==> config.mk <==
export PLATFORM = sky130hd
export DESIGN_NAME = ifetch_buffer
export DESIGN_NICKNAME = d
export VERILOG_FILES = /design/src/rtl/ifetch_buffer.sv
export SDC_FILE = /design/constraint.sdc
export NUM_CORES = 1
export LEC_CHECK = 0
export ABC_AREA = 1
export CAP_MARGIN = 20
export CORE_MARGIN = 2
export CORE_UTILIZATION = 55
export CTS_CLUSTER_SIZE = 14
export DETAILED_ROUTE_END_ITERATION = 10
export GPL_TIMING_DRIVEN = 0
export PLACE_DENSITY = 0.77
export SLEW_MARGIN = 40
export SYNTH_ARGS = -nofsm -noshare
export SYNTH_HDL_FRONTEND = slang
export SYNTH_SLANG_ARGS = --single-unit
==> constraint.sdc <==
create_clock -name clk -period 7.08 [get_ports clk]
set_clock_uncertainty 0.2 [all_clocks]
set_input_delay 1.416 -clock clk [delete_from_list [all_inputs] [get_ports clk]]
set_output_delay 1.416 -clock clk [all_outputs]
set_load 0.01 [all_outputs]
==> src/rtl/ifetch_buffer.sv <==
// Instruction prefetch queue: fetches sequential words from imem and buffers them for decode.
// Latency: a word fetched in cycle N is at the head in cycle N+1; redirect/reset take effect next cycle.
// Backpressure: instr_ready low stalls decode; fetch stops (imem_addr frozen) once DEPTH entries are held.
//
// Ports:
//   clk, reset                 single clock, synchronous active-high reset
//   imem_addr / imem_ready / imem_rdata
//                              word address from the PC, wait-state qualifier, read data
//   redirect / redirect_pc     taken branch/jump: flush queue and restart fetch at redirect_pc
//   instr_valid / instr / pcplus4 / instr_ready
//                              head of queue to decode, with decode acceptance
//   count                      number of queued entries (0..DEPTH)
module ifetch_buffer #(
  parameter int          DEPTH    = 4,
  parameter logic [31:0] RESET_PC = 32'h0000_0000,
  parameter int          IADDR_W  = 6
) (
  input  logic                     clk,
  input  logic                     reset,
  output logic [IADDR_W-1:0]       imem_addr,
  input  logic                     imem_ready,
  input  logic [31:0]              imem_rdata,
  input  logic                     redirect,
  input  logic [31:0]              redirect_pc,
  output logic                     instr_valid,
  output logic [31:0]              instr,
  output logic [31:0]              pcplus4,
  input  logic                     instr_ready,
  output logic [$clog2(DEPTH):0]   count
);

  localparam int PTR_W = $clog2(DEPTH);
  localparam int CNT_W = PTR_W + 1;

  typedef struct packed {
    logic [31:0] instr;
    logic [31:0] pcplus4;
  } entry_t;

  // Architectural state
  logic [31:0]      pc;
  logic [PTR_W-1:0] rd_ptr;
  logic [PTR_W-1:0] wr_ptr;
  logic [CNT_W-1:0] count_q;
  entry_t           head_q;

  // Queue storage; only the registered head copy needs a reset value
  entry_t           buf_q [DEPTH];

  // Next-state helpers
  logic             full;
  logic             push;
  logic             pop;
  logic [31:0]      pc_plus4;
  logic [31:0]      redirect_pc_aligned;
  logic [PTR_W-1:0] rd_ptr_nxt;
  logic [PTR_W-1:0] wr_ptr_nxt;
  logic [CNT_W-1:0] count_nxt;
  entry_t           push_entry;
  entry_t           head_nxt;

  // The two low bits of a redirect target carry no meaning for word fetch
  logic             unused_redirect_lsbs;
  assign unused_redirect_lsbs = ^redirect_pc[1:0];

  // ---------------------------------------------------------------------------
  // Fetch side
  // ---------------------------------------------------------------------------
  assign imem_addr           = pc[IADDR_W+1:2];
  assign pc_plus4            = pc + 32'd4;  // wraps modulo 2^32
  assign redirect_pc_aligned = {redirect_pc[31:2], 2'b00};
  assign push_entry          = '{instr: imem_rdata, pcplus4: pc_plus4};

  // ---------------------------------------------------------------------------
  // Handshakes. Redirect suppresses both sides in its cycle. A full queue still
  // accepts a fetch when the head leaves in the same cycle, so steady-state
  // throughput is one instruction per cycle.
  // ---------------------------------------------------------------------------
  assign full  = (count_q == CNT_W'(DEPTH));
  assign pop   = instr_valid & instr_ready & ~redirect;
  assign push  = imem_ready & ~redirect & (~full | pop);

  // Pointers are PTR_W bits wide and DEPTH is a power of two, so the natural
  // binary overflow is exactly the modulo-DEPTH wrap.
  assign rd_ptr_nxt = pop  ? rd_ptr + PTR_W'(1) : rd_ptr;
  assign wr_ptr_nxt = push ? wr_ptr + PTR_W'(1) : wr_ptr;

  always_comb begin
    count_nxt = count_q;
    case ({push, pop})
      2'b10:   count_nxt = count_q + CNT_W'(1);
      2'b01:   count_nxt = count_q - CNT_W'(1);
      default: count_nxt = count_q;
    endcase
  end

  // ---------------------------------------------------------------------------
  // Registered head. The head is precomputed for the next cycle so decode sees
  // a flop output rather than a path from imem_rdata. If the new head slot is
  // the one being written this cycle, its contents come from the push data
  // (storage has not been written yet). When the queue becomes empty the head
  // keeps its previous contents.
  // ---------------------------------------------------------------------------
  always_comb begin
    head_nxt = head_q;
    if (!redirect && (count_nxt != '0)) begin
      if (push && (rd_ptr_nxt == wr_ptr)) begin
        head_nxt = push_entry;
      end else begin
        head_nxt = buf_q[rd_ptr_nxt];
      end
    end
  end

  // ---------------------------------------------------------------------------
  // Control state. Reset beats redirect; redirect beats push/pop.
  // ---------------------------------------------------------------------------
  always_ff @(posedge clk) begin
    if (reset) begin
      pc      <= RESET_PC;
      rd_ptr  <= '0;
      wr_ptr  <= '0;
      count_q <= '0;
      head_q  <= '0;
    end else if (redirect) begin
      pc      <= redirect_pc_aligned;
      rd_ptr  <= '0;
      wr_ptr  <= '0;
      count_q <= '0;
      head_q  <= head_q;
    end else begin
      if (push) begin
        pc <= pc_plus4;
      end
      rd_ptr  <= rd_ptr_nxt;
      wr_ptr  <= wr_ptr_nxt;
      count_q <= count_nxt;
      head_q  <= head_nxt;
    end
  end

  // Storage write; no reset needed since count gates every read of it
  always_ff @(posedge clk) begin
    if (!reset && push) begin
      buf_q[wr_ptr] <= push_entry;
    end
  end

  // ---------------------------------------------------------------------------
  // Outputs
  // ---------------------------------------------------------------------------
  assign count       = count_q;
  assign instr_valid = (count_q != '0);
  assign instr       = head_q.instr;
  assign pcplus4     = head_q.pcplus4;

endmodule

==> results of run 1 <==
==> cell type report <==
cell class,instances,area (um^2)
buffer,109,495
clock buffer,47,1020
tap,384,480
sequential,347,9430
fill,2274,9320
timing repair buffer,154,1690
inverter,201,754
clock inverter,21,138
multi-input combinational,1236,5610
==> tightest hold or removal path: stages, from the launching register on <==
cell,delay (ns)
dfxtp_1,0.31
nand2_1,0.06
a31oi_1,0.07
==> stage by stage <==
| step | cell area (um^2) | hold WS (ns) |
|---|---|---|
| finish | 19600 | 0.291 |
| global route | 19600 | 0.339 |
| CTS | 19600 | 0.292 |
| detailed placement | 18500 | 0.283 |
| global placement | 18100 | 0.278 |
| floorplan | 16300 | 0.263 |
==> flip-flops by register name, summed over array words and instances, names as in the netlist <==
register,count
rd_ptr,2
wr_ptr,2
pc,30
buf_q,248
pcplus4,30
count,3
instr,32
==> where the power goes <==
part           leakage, uW  internal, uW  switching, uW
combinational      0.00472           216            326
clock             0.000564          1060            781
sequential         0.00307          2240           38.7
==> logic make-up (layout without fill, tap and decap cells) <==
| group | Yosys count | count (layout) | synth area share [%] |
|---|---|---|---|
| DFF | 347 | 347 | 58.0 |
| xor gates and xnor gates | 17 | 17 | 0.916 |
| AOI/OAI and AO/OA | 37 | 37 | 1.49 |
| and+or+nand+nor | 1174 | 1174 | 31.4 |
| adders and majority gates | 6 | 6 | 0.508 |
| buffers and inverters | 310 | 532 | 7.68 |
| other | 1 | 2 | 0.0231 |
==> metal layers <==
metal / routed length [um] / GRT usage (%)
met5: 0 / 0
met1: 17900 / 37.7
met4: 1470 / 11.7
met2: 21600 / 48.9
met3: 3590 / 4.46
==> final timing paths <==
kind,from,endpoint,slack (ns)
worst max register to register,count[2],pcplus4[14],3.68
worst max-delay path,redirect,pcplus4[14],2.49
worst min register to register,pc[31],pc[31],0.29
worst min-delay path,pc[31],pc[31],0.29
==> placed cells by master, fill, tap and decap left out, types with 2 or more instances in the layout <==
cell             count
nand2_1            659
edfxtp_1           248
nand3_1            204
inv_1              197
nor2_1             187
clkdlybuf4s50_1    137
nand3b_1           110
dfxtp_1             99
clkbuf_1            45
buf_2               41
clkbuf_16           39
buf_1               20
a31oi_1             18
xor2_1              14
buf_8               12
buf_4                9
clkinv_2             9
a21oi_1              8
nand2_2              6
clkinv_1             6
ha_1                 5
buf_16               5
inv_2                4
nor2_4               4
o21ai_0              3
xnor2_1              3
clkinvlp_4           3
a221oi_1             2
nand4_1              2
a22oi_1              2
conb_1               2
==> flow_summary_export.csv, run 1 <==
group,metric,value,unit
status,outcome,"finished, final reports clean",
drt,via_per_inst,5.35,
floorplanning,start_util,56.2,%
setup_path,crit_type,"input pin to flop",
drt,initialDrtViolationCount,1287,
clock_tree,cts_setup_buffers,0,
clock_tree,cts_root_buf,"clkbuf_16",
setup_path,critPathRequiredTime,7.29,ns
power,power_per_cell_area,238,mW/mm^2
timing,rsz0062_at_grt,"false",
placed_design,io_buffer_count,137,
job,maxCapViolations,0,
drt,drt_wl_total,44600,um
power,p_leak,0.00836,uW
setup_path,rr_worst_depth,14,
logic_synthesis,synthCells,1892,
power,ir_drop,0.000173,V
clock_tree,clkLatencyLatePin,0.53,ns
timing,setup_viol,0,
global_routing,grt_max_degree,19,
setup_path,critical-path-max-stage-delay,0.55,ns
clock_tree,holdBufCountCts,0,
timing,setup_tns,0,ns
power,power,4660,uW
drt,drc,0,
clock_tree,cts_tree,"done",
setup_path,crit_cells,16,
drt,via_count,13400,
floorplanning,fp.dieH,176,um
setup_path,crit_buf_inv,6,
finish,area_growth,20.7,%
timing,finalCriticalPeriod,4.59,ns
logic_synthesis,synthFlopType,"edfxtp_1",
drt,wl_per_cell,17.8,um
drt,drtAntennaViolNets,0,
timing,setup_ws,2.49,ns
finish,finalCoreUtilization,67.8,%
global_routing,grt_pass1_vias,13100,
floorplanning,coreArea,0.0289,mm^2
logic_synthesis,ys_async_sr_fraction,0,%
setup_path,arrival,4.80,ns
floorplanning,ioPinCount,143,
logic_synthesis,synth_edf_count,248,
global_routing,grt-ovfl-total,0,
placed_design,post-place-ws,2.00,ns
finish,drive_gt1_share,6.62,%
clock_tree,path_clk_slew,0.06,ns
setup_path,crit_slowest_cell,"clkdlybuf4s50_1",
timing,fin_crit_sh,64.8,%
clock_tree,cts_made_buffers,37,
logic_synthesis,synth.area.top_cells,"edfxtp_1 46%, nand2_1 15%, dfxtp_1 12%, nand3_1 6.3%, nand3b_1 5.1%",
logic_synthesis,yosysTopAreaCell,"edfxtp_1",
logic_synthesis,ys_seq_area_share,58.0,%
clock_tree,ctsResizeCount,0,
logic_synthesis,synth-seq-cells,347,
global_routing,antenna_found_initial,0,
logic_synthesis,netlist.area_leader.share,45.8,%
floorplanning,placementRows,62,
timing,finalHoldViolations,0,
finish,nets,2161,
timing,tightestPinTransition,0.793,ns
finish,diodes,0,
logic_synthesis,synth_area,0.0163,mm^2
logic_synthesis,synth.most_common_cell,"nand2_1",
setup_path,cp-start-kind,"input pin",
hold_path,min_path_type,"flop to flop",
placed_design,gp_congestion,0.918,
timing,max_freq,218,MHz
finish,layout.cells.non_filler,2499,
timing,slew_violations,0,
clock_tree,cts.path.max_buffers,3,
logic_synthesis,yosys-top-cells-count,"659 x nand2_1, 248 x edfxtp_1, 204 x nand3_1, 197 x inv_1, 191 x nor2_1",
setup_path,path_delay_family,"buffers and inverters",
setup_path,cp_max_fo,10,
setup_path,worstPathCellList,"clkdlybuf4s50_1 -> inv_2 -> nand2_1 -> inv_2 -> nand3_1 -> fa_1 -> inv_1 -> nand4_1 -> nand3_1 -> nand2_1 -> nand3_1 -> nand2_1 -> buf_4 -> buf_2 -> nor2_1 -> nor2_1",
floorplanning,dieArea,0.0310,mm^2
drt,drtPass1Iterations,5,
logic_synthesis,avgSynthCellArea,8.59,um^2
logic_synthesis,synth_warnings,0,
placed_design,post-place-cells,2431,
hold_path,holdPathStages,2,
clock_tree,cts.sinks,347,
timing,slew_headroom,47.1,%
clock_tree,cts_max_level,2,
global_routing,grtUsageTotal,29.0,%
placed_design,hpwl,30300,um
setup_path,endpoint_kind,"flop",
floorplanning,fp.dieW,176,um
global_routing,grt_pass1_wl,69300,um
logic_synthesis,synthDistinctLibCells,30,
(Power assumes the default switching activity.)
==> run 2: changes to the inputs <==
Clock period 7.08 ns to 4.65 ns, I/O delays scaled along.
==> results of run 2 <==
Same layout as run 1 (identical final DEF). Status: finished, final reports clean.
Main changes from that run: setup slack after placement 2.00 ns -> 0.0568 ns; setup slack after layout 2.49 ns -> 0.545 ns; register-to-register setup slack 3.68 ns -> 1.25 ns; total power 4660 uW -> 7100 uW; worst IR drop on VDD 0.000173 V -> 0.000264 V
